$ cat config.mk
export PLATFORM = sky130hd
export DESIGN_NAME = expr_response_misr
export DESIGN_NICKNAME = d
export VERILOG_FILES = /design/src/rtl/expr_response_misr.sv
export SDC_FILE = /design/constraint.sdc
export NUM_CORES = 1
export LEC_CHECK = 0
export CORE_ASPECT_RATIO = 1.5
export CORE_UTILIZATION = 55
export DETAILED_ROUTE_END_ITERATION = 8
export PLACE_DENSITY = 0.95
export SETUP_SLACK_MARGIN = 0.1
export SYNTH_ARGS = -nofsm -noshare
export SYNTH_HDL_FRONTEND = slang
export SYNTH_SLANG_ARGS = --single-unit
$ cat constraint.sdc
create_clock -name clk -period 5.8 [get_ports clk]
set_clock_uncertainty 0.2 [all_clocks]
set_input_delay 0.87 -clock clk [delete_from_list [all_inputs] [get_ports clk]]
set_output_delay 0.87 -clock clk [all_outputs]
set_load 0.1 [all_outputs]
$ cat src/rtl/expr_response_misr.sv
// Response compactor: folds a stream of expression result words into a
// 32-bit MISR signature and compares it to a golden value at end of run.
//
// state  | meaning
// IDLE   | waiting for start after reset
// RUN    | accepting words until target reached and last word folded
// CHECK  | one cycle: compare signature to expected_sig
// DONE   | result held until next start
module expr_response_misr #(
    parameter int          DATA_W  = 90,
    parameter int          COUNT_W = 16,
    parameter logic [31:0] POLY    = 32'h04C11DB7,
    parameter logic [31:0] SEED    = 32'hFFFFFFFF
) (
    input  logic               clk,
    input  logic               rst_n,
    input  logic               start,
    input  logic [COUNT_W-1:0] num_samples,
    input  logic [31:0]        expected_sig,
    input  logic               in_valid,
    input  logic [DATA_W-1:0]  in_data,
    output logic               in_ready,
    output logic               busy,
    output logic               done,
    output logic               pass,
    output logic [31:0]        signature,
    output logic [COUNT_W-1:0] sample_count
);

    typedef enum logic [1:0] {
        S_IDLE  = 2'd0,
        S_RUN   = 2'd1,
        S_CHECK = 2'd2,
        S_DONE  = 2'd3
    } state_t;

    state_t             state_q;
    state_t             state_d;
    logic [COUNT_W-1:0] target_q;
    logic [COUNT_W-1:0] accepted_q;
    logic [COUNT_W-1:0] sample_count_q;
    logic               stage_valid_q;
    logic [DATA_W-1:0]  in_q;
    logic [31:0]        signature_q;
    logic               done_q;
    logic               pass_q;

    logic               start_ok;
    logic               fire;
    logic               last_fold;
    logic [95:0]        word_ext;
    logic [31:0]        fold;
    logic [31:0]        sig_next;

    // Zero-extend the staged word to three 32-bit lanes; the top lane
    // carries the upper DATA_W-64 bits.
    assign word_ext  = 96'(in_q);
    assign fold      = word_ext[31:0] ^ word_ext[63:32] ^ word_ext[95:64];
    assign sig_next  = {signature_q[30:0], 1'b0}
                     ^ (signature_q[31] ? POLY : 32'h0)
                     ^ fold;

    // in_ready depends on registers only, never on in_valid.
    assign in_ready  = (state_q == S_RUN) && (accepted_q < target_q);
    assign fire      = in_valid && in_ready;
    assign last_fold = stage_valid_q && ((sample_count_q + COUNT_W'(1)) == target_q);

    assign busy         = (state_q == S_RUN) || (state_q == S_CHECK);
    assign done         = done_q;
    assign pass         = pass_q;
    assign signature    = signature_q;
    assign sample_count = sample_count_q;

    // Next-state logic
    always_comb begin
        state_d  = state_q;
        start_ok = 1'b0;
        case (state_q)
            S_IDLE, S_DONE: begin
                if (start) begin
                    start_ok = 1'b1;
                    state_d  = (num_samples != '0) ? S_RUN : S_CHECK;
                end
            end
            S_RUN: begin
                if (last_fold) state_d = S_CHECK;
            end
            S_CHECK: state_d = S_DONE;
            default: state_d = S_IDLE;
        endcase
    end

    // State register
    always_ff @(posedge clk) begin
        if (!rst_n) state_q <= S_IDLE;
        else        state_q <= state_d;
    end

    // Capture stage, MISR, counters and result flags
    always_ff @(posedge clk) begin
        if (!rst_n) begin
            target_q       <= '0;
            accepted_q     <= '0;
            sample_count_q <= '0;
            stage_valid_q  <= 1'b0;
            in_q           <= '0;
            signature_q    <= SEED;
            done_q         <= 1'b0;
            pass_q         <= 1'b0;
        end else begin
            stage_valid_q <= fire;
            if (fire) begin
                in_q       <= in_data;
                accepted_q <= accepted_q + COUNT_W'(1);
            end
            if (stage_valid_q) begin
                signature_q    <= sig_next;
                sample_count_q <= sample_count_q + COUNT_W'(1);
            end
            if (state_q == S_CHECK) begin
                pass_q <= (signature_q == expected_sig);
                done_q <= 1'b1;
            end
            if (start_ok) begin
                target_q       <= num_samples;
                accepted_q     <= '0;
                sample_count_q <= '0;
                stage_valid_q  <= 1'b0;
                signature_q    <= SEED;
                done_q         <= 1'b0;
                pass_q         <= 1'b0;
            end
        end
    end

endmodule

==> impl_metrics.env, run 1 <==
export IMPL_yosys_warnings=0
export IMPL_crit_path_end_kind="output pin"
export IMPL_path_clk_slew_ns=0.07
export IMPL_htreeDepth=4
export IMPL_core_area_mm2=0.0153
export IMPL_cp_data_arrival_time_ns=3.65
export IMPL_drtIter0Drc=464
export IMPL_power_density_mw_per_mm2=319
export IMPL_p_sw_frac=0.350
export IMPL_seqPwrFrac=0.398
export IMPL_path_class="reg2out"
export IMPL_worstMarginPinSlew_ns=1.15
export IMPL_routabilityCongestion=0.939
export IMPL_start_kind="flop"
export IMPL_hp_class="reg2reg"
export IMPL_postLayoutCellArea_mm2=0.0112
export IMPL_cts_sinks=175
export IMPL_syn_area_mm2=0.00869
export IMPL_insertion_delay_ns=0.43
export IMPL_reg2reg_slack_ns=1.90
export IMPL_grt_first_pass_wirelength_um=38600
export IMPL_p_int_mw=2.33
export IMPL_dp_hpwl_um=17200
export IMPL_final_cell_count_no_fill=1447
export IMPL_finalPower_mw=3.59
export IMPL_grt_total_usage=0.300
export IMPL_ir_drop_uv=232
export IMPL_viasPerCell=5.67
export IMPL_num_rows=55
export IMPL_numCtsBuffers=17
export IMPL_wl_per_cell_um=16.7
export IMPL_final_setup_tns_ns=0
export IMPL_finalSetupViolations=0
export IMPL_drive_gt1_frac=0.0353
export IMPL_die_area_mm2=0.0163
export IMPL_status="finished clean"
export IMPL_p_switching_mw=1.26
export IMPL_p_leak_nw=3.95
export IMPL_fin_crit_sh=0.814
export IMPL_clockRootBuffer="clkbuf_16"
export IMPL_grt_ovfl_total=0
export IMPL_fmax_ghz=0.212
export IMPL_rsz0062_at_grt="no"
export IMPL_grt_pass1_vias=7948
export IMPL_antenna_found_initial=0
export IMPL_die_w_um=105
export IMPL_syn_nets=1247
export IMPL_critPathLaunch="target_q[1]"
export IMPL_cts_tree="built"
export IMPL_r2r_start="target_q[1]"
export IMPL_drt_total_wl_um=24200
export IMPL_port_buffers=193
export IMPL_endpoint="in_ready"
export IMPL_cts_resized=0
export IMPL_vias=8204
export IMPL_slew_headroom=0.211
export IMPL_nNetsFinal=1395
export IMPL_timing_hold_ws_ns=0.271
export IMPL_rr_worst_depth=10
export IMPL_timing_rr_end="in_q[86]"
export IMPL_ant_nets=0
export IMPL_area_delta_synth_final_pct=29.3
export IMPL_ys_seq_area_frac=0.403
export IMPL_die_h_um=156
export IMPL_start_util=0.569
export IMPL_required_ns=4.73
export IMPL_combPwrFrac=0.280
export IMPL_io_pins=194
export IMPL_nFillCells=1066
export IMPL_grt_max_degree=136
export IMPL_placed_cells=1414
export IMPL_period_needed_ns=4.72
export IMPL_route_detailed_drc=0
export IMPL_dr_pass1_iters=5
export IMPL_syn_avg_cell_area_um2=8.00
export IMPL_cp_max_fo=5
export IMPL_clk_path_buf_depth=2
export IMPL_syn_inst=1086
export IMPL_slew_viol_final=0
export IMPL_synth_seq_cells=175
export IMPL_place_area_mm2=0.0106
export IMPL_hold_buffers=0
export IMPL_p_clk_frac=0.322
export IMPL_post_cts_buffers=0
export IMPL_drv_cap=0
export IMPL_hold_viol=0
export IMPL_synth_cell_types=38
==> worst min-delay path by stage <==
stage	start	end	slack (ns)	depth (start not counted)
floorplan	state_q[1]	state_q[1]	0.25	2
global placement	done	done	0.25	2
detailed placement	done	done	0.26	2
CTS	done	done	0.28	2
global route	done	done	0.29	2
finish	done	done	0.27	2
==> worst max-delay path: stages, from the launching register on <==
cell	delay [ns]
dfxtp_1	0.36
inv_1	0.06
ha_1	0.30
a211oi_2	0.17
o21bai_1	0.12
a2111oi_2	0.42
o31ai_1	0.25
and2_1	0.25
nor2b_1	0.14
clkdlybuf4s50_1	1.15
==> layout make-up <==
cell class,instances,area [µm²],area share
timing repair buffer,199,1980,0.176
clock inverter,15,168,0.0149
tap,199,249,0.0222
antenna,1,2.50,0.000223
sequential,175,3500,0.312
clock buffer,17,425,0.0379
inverter,24,90.1,0.00802
multi-input combinational,817,4820,0.429
==> kinds of logic (layout without fill, tap and decap cells) <==
kind of cell               after synthesis  in the layout  synth area share
AOI/OAI and AO/OA                      200            200             0.130
xor gates and xnor gates               175            175             0.176
adders and majority gates               19             19            0.0274
buffers and inverters                   94            255            0.0431
DFF                                    175            175             0.403
muxes                                    4              4           0.00461
other                                    0              1                 0
and+or+nand+nor                        419            419             0.215
==> placed cells by master (no fill, tap or decap), drive strengths merged, types with 4 or more instances in the layout <==
master         Yosys  layout
or3                6       6
a21boi            16      16
xnor2            138     138
buf               14       7
nand2            214     214
and2               4       4
clkinv             0       4
a21oi             19      19
clkbuf            56      17
ha                19      19
o21ai            137     137
nand2b             4       4
nand4             15      15
inv               24      33
a21o               4       4
nand3            110     110
dfxtp            175     175
nor2              34      34
or4                7       7
nor4              10      10
xor2              37      37
o31ai              8       8
mux2i              4       4
nor2b              4       4
clkdlybuf4s50      0     192
and3               7       7
==> layer usage <==
layer,vias up,global-route usage,wire (µm)
li1,3942,-,-
met1,3831,0.288,8440
met2,333,0.544,12500
met3,98,0.0802,1510
met4,0,0.230,1740
met5,-,0,0
==> registers in the layout, summed over array words and instances, names as in the netlist <==
register and count:
signature 32, state_q 2, target_q 16, pass 1, done 1, sample_count 16, accepted_q 16, in_q 90
stage_valid_q 1
==> cells in the mapped netlist (all sizes together) <==
library cell,n,area [µm²]
o31ai,8,60.1
and2,4,25.0
a21oi,19,95.1
o211ai,2,15.0
a21boi,16,120
xor2,37,324
buf,14,73.8
and3,7,43.8
nor4,10,62.6
or3,6,37.5
o21bai,1,7.51
a2111oi,3,32.5
a31o,1,8.76
nor2b,4,25.0
xnor2,138,1210
ha,19,238
nand2,214,803
mux2i,4,40.0
dfxtp,175,3500
nand3,110,551
a211oi,3,27.5
a31oi,3,18.8
inv,24,90.1
o21ai,137,686
and4,1,8.76
a41o,2,20.0
a21o,4,30.0
nand4,15,93.8
nand2b,4,25.0
clkbuf,56,210
nor2,34,128
nor3,3,15.0
o311ai,1,8.76
or4,7,52.6
==> per-stage QoR <==
step,setup WS [ns],util
4_1_cts,1.06,0.735
3_3_place_gp,1.57,0.696
6_report,1.08,0.735
5_1_grt,0.945,0.735
2_1_floorplan,1.75,-
3_5_place_dp,1.55,0.696
==> power groups by stage <==
stage	Sequential [mW]	Combinational [mW]	Clock, mW
after CTS	1.43	1.00	1.16
after detailed placement	1.45	0.985	0
final	1.43	1.00	1.16
after global routing	1.44	1.09	1.22
after floorplan	1.50	0.659	0
after global placement	1.44	0.955	0
Power figures use the tool's default switching activity.
==> inputs of run 2 (changes only) <==
--- a/config.mk
+++ b/config.mk
@@ -6,9 +6,9 @@
 export NUM_CORES = 1
 export LEC_CHECK = 0
 export CORE_ASPECT_RATIO = 1.5
-export CORE_UTILIZATION = 55
+export CORE_UTILIZATION = 51
 export DETAILED_ROUTE_END_ITERATION = 8
-export PLACE_DENSITY = 0.95
+export PLACE_DENSITY = 0.92
 export SETUP_SLACK_MARGIN = 0.1
 export SYNTH_ARGS = -nofsm -noshare
 export SYNTH_HDL_FRONTEND = slang
==> constraint.sdc (replaced) <==
create_clock -name clk -period 4.7 [get_ports clk]
set_clock_uncertainty 0.2 [all_clocks]
set_input_delay 0.705 -clock clk [delete_from_list [all_inputs] [get_ports clk]]
set_output_delay 0.705 -clock clk [all_outputs]
set_load 0.1 [all_outputs]
==> run 2 against run 1 <==
Effect of this change:
- flip-flop and latch count unchanged
- worst setup slack got worse by 0.19 ns
- total power increased by 25%
- register-to-register slack got worse by 0.67 ns
- via count decreased by 1.1%
- utilization decreased by 6.0 points
- critical path type unchanged
- largest cell class unchanged
- largest power group unchanged
==> impl_metrics.env, run 2 (same netlist as run 1, synthesis figures left out) <==
export IMPL_status="finished clean"
export IMPL_area_delta_synth_final_pct=29.8
export IMPL_io_pins=194
export IMPL_setup_slack_ns=0.885
export IMPL_die_area_mm2=0.0176
export IMPL_drt_total_wl_um=24300
export IMPL_drtIter0Drc=430
export IMPL_antenna_found_initial=1
export IMPL_drive_gt1_frac=0.0361
export IMPL_htreeDepth=4
export IMPL_path_class="reg2out"
export IMPL_start_kind="flop"
export IMPL_period_needed_ns=3.81
export IMPL_final_setup_tns_ns=0
export IMPL_viasPerCell=5.57
export IMPL_post_cts_buffers=0
export IMPL_dp_hpwl_um=17400
export IMPL_crit_slowest_cell="a2111oi_2"
export IMPL_grt_first_pass_wirelength_um=37500
export IMPL_hp_start="in_q[86]"
export IMPL_nFillCells=1300
export IMPL_path_clk_slew_ns=0.07
export IMPL_hp_class="reg2reg"
export IMPL_place_area_mm2=0.0107
export IMPL_route_detailed_drc=0
export IMPL_clk_path_buf_depth=2
export IMPL_p_leak_nw=3.96
export IMPL_hold_buffers=0
export IMPL_dr_pass1_iters=5
export IMPL_cp_data_arrival_time_ns=2.91
export IMPL_slew_viol_final=0
export IMPL_path_cells="inv_1, ha_1, a211oi_2, o21bai_1, a2111oi_2, o31ai_1, and2_1, nor2b_1, buf_4"
export IMPL_port_buffers=193
export IMPL_ir_drop_uv=336
export IMPL_postLayoutCellArea_mm2=0.0113
export IMPL_cts_resized=0
export IMPL_grt_pass1_vias=7689
export IMPL_required_ns=3.80
export IMPL_power_density_mw_per_mm2=397
export IMPL_ant_nets=0
export IMPL_rsz0062_at_grt="no"
export IMPL_wl_per_cell_um=16.7
export IMPL_insertion_delay_ns=0.43
export IMPL_critPathLaunch="target_q[1]"
export IMPL_start_util=0.521
export IMPL_cts_sinks=175
export IMPL_r2r_start="target_q[1]"
export IMPL_cts_tree="built"
export IMPL_nNetsFinal=1394
export IMPL_final_cell_count_no_fill=1457
export IMPL_die_w_um=109
export IMPL_vias=8110
export IMPL_clockRootBuffer="clkbuf_16"
export IMPL_finalCoreUtilization=0.676
export IMPL_cp_max_fo=5
export IMPL_largest_reg_flops=90
export IMPL_grt_ovfl_total=0
export IMPL_routabilityCongestion=0.956
export IMPL_grt_max_degree=115
export IMPL_die_h_um=162
export IMPL_numCtsBuffers=17
export IMPL_drv_cap=0
export IMPL_finalSetupViolations=0
export IMPL_critPathMaxStageDelay_ns=0.46
export IMPL_hold_viol=0
export IMPL_slew_headroom=0.316
export IMPL_fmax_ghz=0.262
export IMPL_fin_crit_sh=0.812
export IMPL_layout_common_cells="nand2_1 (214), clkdlybuf4s50_1 (191), dfxtp_1 (174), xnor2_1 (138), o21ai_0 (137)"
export IMPL_crit_path_end_kind="output pin"
export IMPL_num_rows=58
export IMPL_grt_total_usage=0.278
export IMPL_registers_top_by_ff_count="in_q"
export IMPL_pre_cts_slack_ns=1.31
export IMPL_reg2reg_slack_ns=1.23
export IMPL_placed_cells=1424
export IMPL_worstMarginPinSlew_ns=1.02
export IMPL_mostFrequentLayoutCell="nand2_1"
export IMPL_core_area_mm2=0.0167
## run 2: per-layer routing
metal | part of all wire | wire length [µm] | track usage
met1 | 0.37 | 9010 | 0.290
met2 | 0.52 | 12700 | 0.496
met3 | 0.050 | 1230 | 0.0534
met4 | 0.058 | 1420 | 0.186
met5 | 0 | 0 | 0
## run 2: per-stage QoR
| step | total power [mW] | hold slack [ns] |
|---|---|---|
| final | 4.47 | 0.279 |
| after global routing | 4.68 | 0.307 |
| after CTS | 4.49 | 0.286 |
| after detailed placement | 3.01 | 0.275 |
| after global placement | 2.97 | 0.245 |
| after floorplan | 2.66 | 0.255 |
## run 2: final timing paths
check                                end  cells after the start
worst max-delay path            in_ready                      9
worst min-delay path            in_q[86]                      2
worst max register to register   in_q[2]                     10
worst min register to register  in_q[86]                      2
## run 2: area by class of cell
| class | count | area (µm²) | share of cell area |
|---|---|---|---|
| Timing Repair Buffer | 198 | 1980 | 0.176 |
| Antenna cell | 1 | 2.50 | 0.000222 |
| Tap cell | 210 | 263 | 0.0233 |
| Inverter | 24 | 90.1 | 0.00799 |
| Multi-Input combinational cell | 817 | 4820 | 0.427 |
| Clock buffer | 17 | 425 | 0.0377 |
| Clock inverter | 15 | 193 | 0.0171 |
| Sequential cell | 175 | 3500 | 0.311 |
## run 2: critical path, delay by kind of cell, from the launching register on
kind / cells / cell delay (ns)
flops: 1 / 0.37
fa+ha+maj: 1 / 0.30
simple gates: 2 / 0.43
compound gates: 4 / 1.00
buf+inv: 2 / 0.38
## run 2: power by group
| group | switching, mW | internal (mW) | leakage (nW) |
|---|---|---|---|
| clock | 0.663 | 0.814 | 0.301 |
| combinational | 0.748 | 0.482 | 2.24 |
| sequential | 0.131 | 1.64 | 1.42 |
| total | 1.54 | 2.93 | 3.96 |
